===== src/rtl/cfg_bus_arbiter.sv =====
// Round-robin arbiter for NUM_REQ requesters sharing one config bus.
// Writes issue back-to-back from IDLE; reads hold the bus for RD_LATENCY cycles and then return data to their owner.
module cfg_bus_arbiter #(
    parameter int NUM_REQ             = 4,
    parameter int CGRA_CFG_ADDR_WIDTH = 32,
    parameter int CGRA_CFG_DATA_WIDTH = 32,
    parameter int RD_LATENCY          = 1
) (
    input  logic                                                clk,
    input  logic                                                reset,
    input  logic [NUM_REQ-1:0]                                  req_vld,
    input  logic [NUM_REQ-1:0]                                  req_wr,
    input  logic [NUM_REQ-1:0][CGRA_CFG_ADDR_WIDTH-1:0]         req_addr,
    input  logic [NUM_REQ-1:0][CGRA_CFG_DATA_WIDTH-1:0]         req_data,
    output logic [NUM_REQ-1:0]                                  req_rdy,
    output logic [NUM_REQ-1:0]                                  rsp_vld,
    output logic [CGRA_CFG_DATA_WIDTH-1:0]                      rsp_data,
    output logic                                                cfg_wr_en,
    output logic [CGRA_CFG_ADDR_WIDTH-1:0]                      cfg_wr_addr,
    output logic [CGRA_CFG_DATA_WIDTH-1:0]                      cfg_wr_data,
    output logic                                                cfg_rd_en,
    output logic [CGRA_CFG_ADDR_WIDTH-1:0]                      cfg_rd_addr,
    input  logic [CGRA_CFG_DATA_WIDTH-1:0]                      cfg_rd_data,
    output logic                                                busy
);
    localparam int GW = $clog2(NUM_REQ);
    localparam int CW = $clog2(RD_LATENCY + 1);

    typedef enum logic [1:0] {S_IDLE, S_RD, S_RSP} state_t;

    state_t                         r_state, w_next;
    logic [GW-1:0]                  r_last, r_owner, w_gidx;
    logic [CW-1:0]                  r_cnt;
    logic [CGRA_CFG_ADDR_WIDTH-1:0] r_rd_addr, r_wr_addr;
    logic [CGRA_CFG_DATA_WIDTH-1:0] r_wr_data, r_rsp_data;
    logic                           r_wr_en;
    logic                           w_any, w_hs, w_hs_wr, w_hs_rd, w_rd_last;
    logic [NUM_REQ-1:0]             w_rdy;

    // Search starts one past the last winner so every requester gets a turn within NUM_REQ grants.
    always_comb begin
        w_any  = 1'b0;
        w_gidx = '0;
        for (int i = 1; i <= NUM_REQ; i++) begin
            if (!w_any && req_vld[GW'((int'(r_last) + i) % NUM_REQ)]) begin
                w_any  = 1'b1;
                w_gidx = GW'((int'(r_last) + i) % NUM_REQ);
            end
        end
    end

    assign w_hs      = w_any && (r_state == S_IDLE) && !reset;
    assign w_hs_wr   = w_hs && req_wr[w_gidx];
    assign w_hs_rd   = w_hs && !req_wr[w_gidx];
    assign w_rd_last = (r_state == S_RD) && (r_cnt == CW'(RD_LATENCY - 1));

    always_comb begin
        w_rdy = '0;
        if (w_hs) w_rdy[w_gidx] = 1'b1;
    end

    // FSM: state register
    always_ff @(posedge clk or posedge reset) begin
        if (reset) r_state <= S_IDLE;
        else       r_state <= w_next;
    end

    // FSM: next state
    always_comb begin
        w_next = r_state;
        case (r_state)
            S_IDLE:  if (w_hs_rd)   w_next = S_RD;
            S_RD:    if (w_rd_last) w_next = S_RSP;
            S_RSP:                  w_next = S_IDLE;
            default:                w_next = S_IDLE;
        endcase
    end

    // FSM: outputs
    always_comb begin
        req_rdy     = w_rdy;
        busy        = (r_state != S_IDLE);
        cfg_rd_en   = (r_state == S_RD);
        cfg_rd_addr = (r_state == S_RD) ? r_rd_addr : '0;
        rsp_vld     = '0;
        if (r_state == S_RSP) rsp_vld[r_owner] = 1'b1;
    end

    always_ff @(posedge clk or posedge reset) begin
        if (reset) begin
            r_last     <= GW'(NUM_REQ - 1);
            r_owner    <= '0;
            r_cnt      <= '0;
            r_rd_addr  <= '0;
            r_rsp_data <= '0;
            r_wr_en    <= 1'b0;
            r_wr_addr  <= '0;
            r_wr_data  <= '0;
        end else begin
            r_wr_en   <= w_hs_wr;
            r_wr_addr <= w_hs_wr ? req_addr[w_gidx] : '0;
            r_wr_data <= w_hs_wr ? req_data[w_gidx] : '0;
            if (w_hs) r_last <= w_gidx;
            if (w_hs_rd) begin
                r_owner   <= w_gidx;
                r_rd_addr <= req_addr[w_gidx];
                r_cnt     <= '0;
            end else if (r_state == S_RD) begin
                r_cnt <= r_cnt + CW'(1);
                if (w_rd_last) r_rsp_data <= cfg_rd_data;
            end
        end
    end

    assign cfg_wr_en   = r_wr_en;
    assign cfg_wr_addr = r_wr_en ? r_wr_addr : '0;
    assign cfg_wr_data = r_wr_en ? r_wr_data : '0;
    assign rsp_data    = r_rsp_data;

endmodule


===== config.mk =====
export PLATFORM = sky130hd
export DESIGN_NAME = cfg_bus_arbiter
export DESIGN_NICKNAME = d
export VERILOG_FILES = /design/src/rtl/cfg_bus_arbiter.sv
export SDC_FILE = /design/constraint.sdc
export NUM_CORES = 1
export LEC_CHECK = 0
export ABC_AREA = 1
export CORE_AREA = 2 2 170 172
export CTS_BUF_LIST = sky130_fd_sc_hd__clkbuf_2 sky130_fd_sc_hd__clkbuf_4 sky130_fd_sc_hd__clkbuf_8
export DETAILED_ROUTE_END_ITERATION = 8
export DIE_AREA = 0 0 172 174
export PLACE_DENSITY_LB_ADDON = 0.1
export SYNTH_ARGS = -nofsm -noshare
export SYNTH_HDL_FRONTEND = slang
export SYNTH_SLANG_ARGS = --single-unit

===== constraint.sdc =====
create_clock -name clk -period 7.3 [get_ports clk]
set_input_delay 1.46 -clock clk [delete_from_list [all_inputs] [get_ports clk]]
set_output_delay 1.46 -clock clk [all_outputs]
set_load 0.01 [all_outputs]

==> qor.yml, run 1 <==
multiInputGateArea_um2: 3978
yosysWarnings: 0
cts_tree: "done"
hold_viol_final: 0
rsz0062_at_grt: "no"
die-area_um2: 29930
cpMostUsedCell: "nand2_1"
r2r_cells: 15
r2r_slack_ns: 3.44
finalNetCount: 1968
power_switching_mw: 3.006
crit_buf_inv: 4
ant_nets: 0
grt_usage: 0.2173
grt_pass1_vias: 9010
io_pins: 437
post_cts_buffers: 0
clk_pin_slew_ns: 0.09
synthCells: 1278
dp_slack_ns: 1.900
worst_slew_pin_slew_ns: 1.062
holdBufCountCts: 0
grt_max_degree: 86
seqCellArea_um2: 3407
initial_core_util: 0.2911
syn-num-nets: 1576
dpl.hpwl_mm: 24.02
power_per_cell_area_nw_per_um2: 424.9
p_total_mw: 5.607
port_buffers: 436
overflow: 0
drive_gt1_frac: 0.07071
period_share: 0.7377
yosysSeqAreaShare: 0.4144
routedWlPerCell_um: 15.83
relSlewSlack: 0.2912
cts_sinks: 136
end_kind: "primary output"
intPower_mw: 2.601
via_count: 9024
worstReg2RegStart: "r_last[0]"
max_freq_mhz: 185.7
hold_path_end: "rsp_data[28]"
crit_path_start_kind: "input pin"
drv_cap: 0
ys_ff_latch: 136
clk_latency_ns: 0.45
vias_per_cell: 4.366
hold_path.class: "flip-flop to flip-flop"
dr.pass1.iters: 5
syn_area_per_cell_um2: 6.431
ir_drop_mv: 0.2753
finish.utilization: 0.4673
fill_cells: 3025
cp_slowest_cell: "inv_2"
routed_wirelength_mm: 32.72
root_buffer: "clkbuf_8"
syn_to_final_growth_pct: 60.56
cts_buffers: 17
hold_ws_ns: 0.4740
worstSetupPathType: "input pin to primary output"
fin_crit_ns: 5.386
setup_tns_ns: 0
post_cts_resized: 0
setup_slack_ns: 1.914
p_seq_frac: 0.204
swShare: 0.5362
core-area_um2: 28240
critPathTopFamily: "buffers and inverters"
setup_viol: 0
h-tree-depth: 4
drc_errors: 0
num_rows: 62
reg2reg_to: "r_wr_data[0]"
drv_slew: 0
fin_skew_ns: 0.01034
globalplace.congestion: 0.8032
cp.required_ns: 5.84
min-delay-start: "rsp_data[28]"
clockPowerShare: 0.123
die_w_um: 172
whs_path_depth: 2
cts_max_path_buffers: 2
postLayoutCellArea_um2: 13200
worstPathCellList: "clkdlybuf4s50_1, nand2_1, nand3_1, nand2_1, inv_1, nor2_4, nand3_1, nand3_2, inv_2, nand2_1, nor2_1, clkdlybuf4s50_1"
antenna_found_initial: 1
status: "finished, final reports clean"
grt_pass1_wl_mm: 49.62
dp.cells: 2035
arrival_ns: 3.93
fp.dieH_um: 174
leakage_nw: 6.874
drt_iter0_drc: 394
p_comb_frac: 0.672
cpPeakStageDelay_ns: 0.54
antennaDiodeCount: 0
fin_cells: 2067
ys_types: 27
syn_area_um2: 8219
placed_cell_area_um2: 12760
critPathMaxFanout: 35
==> layout make-up <==
class / instances / area share
multi-input cells: 951 / 0.3014
clock buffers: 18 / 0.01877
clock inverters: 14 / 0.01413
flip-flops and latches: 136 / 0.2582
inverters: 116 / 0.03356
repair buffers: 448 / 0.3375
well taps: 384 / 0.03641
==> synthesized netlist by cell type <==
cell type | instances | share of area
clkbuf_1 | 21 | 0.0096
buf_4 | 3 | 0.0027
inv_4 | 1 | 0.00076
nand3_1 | 104 | 0.063
nor2_2 | 29 | 0.022
nand2_1 | 688 | 0.31
buf_6 | 10 | 0.014
nor2_4 | 1 | 0.0014
nand2_2 | 3 | 0.0023
a21oi_1 | 14 | 0.0085
a21boi_0 | 1 | 0.00091
nand3b_1 | 1 | 0.00091
nor3_1 | 5 | 0.0030
inv_2 | 8 | 0.0037
inv_1 | 106 | 0.048
buf_2 | 34 | 0.021
dfrtp_1 | 134 | 0.41
nand3_2 | 3 | 0.0037
a21oi_2 | 20 | 0.021
nor2_1 | 76 | 0.035
buf_1 | 7 | 0.0032
nand2_4 | 3 | 0.0041
or2_2 | 1 | 0.00076
dfstp_2 | 2 | 0.0064
o21ai_0 | 1 | 0.00061
o21ai_1 | 1 | 0.00061
clkinv_1 | 1 | 0.00046
==> power by group through the flow <==
| stage | combinational, mW | sequential [mW] | clock, mW |
|---|---|---|---|
| after floorplan | 2.67 | 1.16 | 0 |
| after global placement | 3.81 | 1.16 | 0 |
| after detailed placement | 3.84 | 1.16 | 0 |
| after CTS | 3.85 | 1.15 | 0.712 |
| after global routing | 4.24 | 1.18 | 0.749 |
| final | 3.77 | 1.15 | 0.691 |
==> layout by cell type, fill, tap and decap left out, types with 3 or more instances in the layout <==
cell | synthesis | final
nor3_1 | 5 | 5
nor2_2 | 29 | 30
dfrtp_1 | 134 | 133
buf_4 | 3 | 12
inv_2 | 8 | 8
nand2_1 | 688 | 687
clkinvlp_4 | 0 | 4
clkbuf_8 | 0 | 18
nand2_4 | 3 | 3
nand2_2 | 3 | 4
inv_6 | 0 | 4
a21oi_1 | 14 | 14
a21oi_2 | 20 | 20
nor2_1 | 76 | 75
nand3_1 | 104 | 104
bufinv_16 | 0 | 3
inv_1 | 106 | 105
clkdlybuf4s50_1 | 0 | 436
==> worst max-delay path by stage <==
stage	start	end	depth (start not counted)
floorplan	reset	cfg_wr_en	1
detailed placement	req_vld[2]	req_rdy[0]	12
finish	req_vld[3]	req_rdy[0]	12
CTS	req_vld[2]	req_rdy[0]	12
global placement	req_vld[2]	req_rdy[0]	12
global route	req_vld[2]	req_rdy[0]	12
==> flip-flops by register name, summed over array words and instances, names as in the netlist <==
name       flops
cfg_wr_en      1
r_rd_addr     32
r_owner        2
rsp_data      32
r_wr_data     32
r_wr_addr     32
r_last         2
r_state        2
r_cnt          1
==> tightest hold or removal path, cell delays in order (launching register included) <==
cell and delay, ns:
dfrtp_1 0.35, nand2_1 0.05, nand2_1 0.04
==> cell families (layout without fill, tap and decap cells) <==
group                  after synthesis  count (layout)  share of synthesized area
flip-flops                         136             136                     0.4144
buffers and inverters              191             596                     0.1032
AND/OR/NAND/NOR                    914             914                     0.4504
AO/OA/AOI/OAI                       37              37                    0.03197
==> per-layer routing <==
metal	wire length, um	share of wire	track usage	vias up
met1	12440	0.38	0.2360	4060
met5	13	0.00040	0	-
met2	16730	0.51	0.4003	328
li1	-	-	-	4602
met4	588	0.018	0.05707	2
met3	2945	0.090	0.07240	32
Note: power is estimated with default switching activity, not from simulation.
==> inputs of run 2 (changes only) <==
==> constraint.sdc (replaced) <==
create_clock -name clk -period 5.6 [get_ports clk]
set_input_delay 1.12 -clock clk [delete_from_list [all_inputs] [get_ports clk]]
set_output_delay 1.12 -clock clk [all_outputs]
set_load 0.01 [all_outputs]
==> run 2 against run 1 <==
- die area unchanged
- first-iteration DRC count up 5.3%
- final cell count about the same
- sequential power up 30%
- critical endpoint unchanged
- largest power group unchanged
==> qor.yml, run 2 (synthesized netlist as in run 1, its figures left out) <==
status: "finished, final reports clean"
grt_usage: 0.2146
fin_skew_ns: 0.01451
dpl.hpwl_mm: 24.11
end_kind: "primary output"
critPathMaxFanout: 16
rsz0062_at_grt: "no"
grt_pass1_wl_mm: 49.04
core-area_um2: 28240
post_cts_resized: 0
r2r_slack_ns: 2.25
layout_commonest_cell: "nand2_1"
finalNetCount: 1970
drv_cap: 0
fin_cells: 2069
relSlewSlack: 0.2982
antenna_found_initial: 0
routed_wirelength_mm: 32.58
r2r_cells: 16
hold_path.class: "flip-flop to flip-flop"
cts_buffers: 17
clk_pin_slew_ns: 0.08
cp.required_ns: 4.48
mostFrequentLayoutCells: "687 x nand2_1, 436 x clkdlybuf4s50_1, 133 x dfrtp_1"
holdBufCountCts: 0
drive_gt1_frac: 0.07181
h-tree-depth: 4
cp_num_cells: 12
setup_tns_ns: 0
cts_sinks: 136
dp.cells: 2037
drv_slew: 0
hold_viol_final: 0
cp_slowest_cell: "clkdlybuf4s50_1"
max_freq_mhz: 228.8
ir_drop_mv: 0.3586
fp.dieH_um: 174
port_buffers: 436
post_cts_buffers: 0
cts_tree: "done"
cpPeakStageDelay_ns: 0.54
antennaDiodeCount: 0
routedWlPerCell_um: 15.74
dr.pass1.iters: 4
crit_path_start_kind: "input pin"
die_w_um: 172
fin_crit_ns: 4.371
grt_pass1_vias: 8965
die-area_um2: 29930
cpMostUsedCell: "nand2_1"
io_pins: 437
leakage_nw: 6.907
worstPathCellList: "clkdlybuf4s50_1, nand2_1, nand2_1, nand2_1, nand2_2, inv_2, nand3_1, nand2_2, nand2_2, nand2_1, nor2_1, clkdlybuf4s50_1"
arrival_ns: 3.25
crit_buf_inv: 3
setup_slack_ns: 1.229
vias_per_cell: 4.360
worstSetupPathType: "input pin to primary output"
critPathTopFamily: "buffers and inverters"
cts_max_path_buffers: 2
setup_viol: 0
globalplace.congestion: 0.8443
fill_cells: 2935
period_share: 0.7805
grt_max_degree: 77
worst_slew_pin_slew_ns: 1.052
topRoutingLayerUsed: "met4"
drc_errors: 0
syn_to_final_growth_pct: 61.24
whs_path_depth: 2
overflow: 0
drt_iter0_drc: 415
via_count: 9020
dp_slack_ns: 1.263
power_per_cell_area_nw_per_um2: 556.2
wl_met2_mm: 16.47
met1Wirelength_mm: 12.55
num_rows: 62
initial_core_util: 0.2911
clk_latency_ns: 0.45
root_buffer: "clkbuf_8"
ant_nets: 0
wl_met3_mm: 2.793
run 2: changes by cell type in the layout (fill, tap and decap cells not counted), sizes merged:
| cell | previous run | this run |
|---|---|---|
| clkinvlp | 4 | 3 |
| buf | 12 | 14 |
| inv | 120 | 118 |
| clkinv | 3 | 4 |
| bufinv | 3 | 5 |
run 2: area by class of cell:
class / instances / area (um^2) / share of cell area
multi-input combinational: 951 / 3978 / 0.3001
sequential: 136 / 3407 / 0.2571
clock inverter: 14 / 221.5 / 0.01671
inverter: 116 / 442.9 / 0.03342
clock buffer: 18 / 241.5 / 0.01822
tap: 384 / 480.5 / 0.03625
timing repair buffer: 450 / 4482 / 0.3382
run 2: stage by stage:
step / instance area, um^2 / util / power, mW / hold slack [ns]
3_3_place_gp: 12790 / 0.4529 / 6.476 / 0.4539
5_1_grt: 13250 / 0.4693 / 8.104 / 0.4895
4_1_cts: 13250 / 0.4693 / 7.505 / 0.4785
3_5_place_dp: 12790 / 0.4529 / 6.520 / 0.4572
6_report: 13250 / 0.4693 / 7.371 / 0.4716
2_1_floorplan: 8219 / - / 5.000 / 0.4419
run 2: routing by layer:
metal | global-route usage | vias to the layer above
met5 | 0 | -
met4 | 0.05952 | 0
met3 | 0.07582 | 31
met2 | 0.3941 | 301
met1 | 0.2302 | 4085
li1 | - | 4603
run 2: power breakdown:
part / internal (mW) / leakage (nW) / switching (mW) / total (mW)
clock network: 0.540 / 0.224 / 0.420 / 0.960
registers: 1.32 / 1.77 / 0.178 / 1.50
logic: 1.63 / 4.91 / 3.29 / 4.91
total: 3.49 / 6.91 / 3.88 / 7.37
run 2: path summary, 6_finish.rpt:
kind | endpoint | from
worst max-delay path | req_rdy[0] | req_vld[2]
worst min-delay path | rsp_data[13] | rsp_data[13]
worst max register to register | r_rd_addr[15] | r_last[0]
worst min register to register | rsp_data[13] | rsp_data[13]
max in group asynchronous | r_rd_addr[26] | reset
min in group asynchronous | r_wr_addr[1] | reset
run 2: worst min-delay path: stages (launching register included):
cell and delay, ns:
dfrtp_1 0.35, nand2_1 0.05, nand2_1 0.04
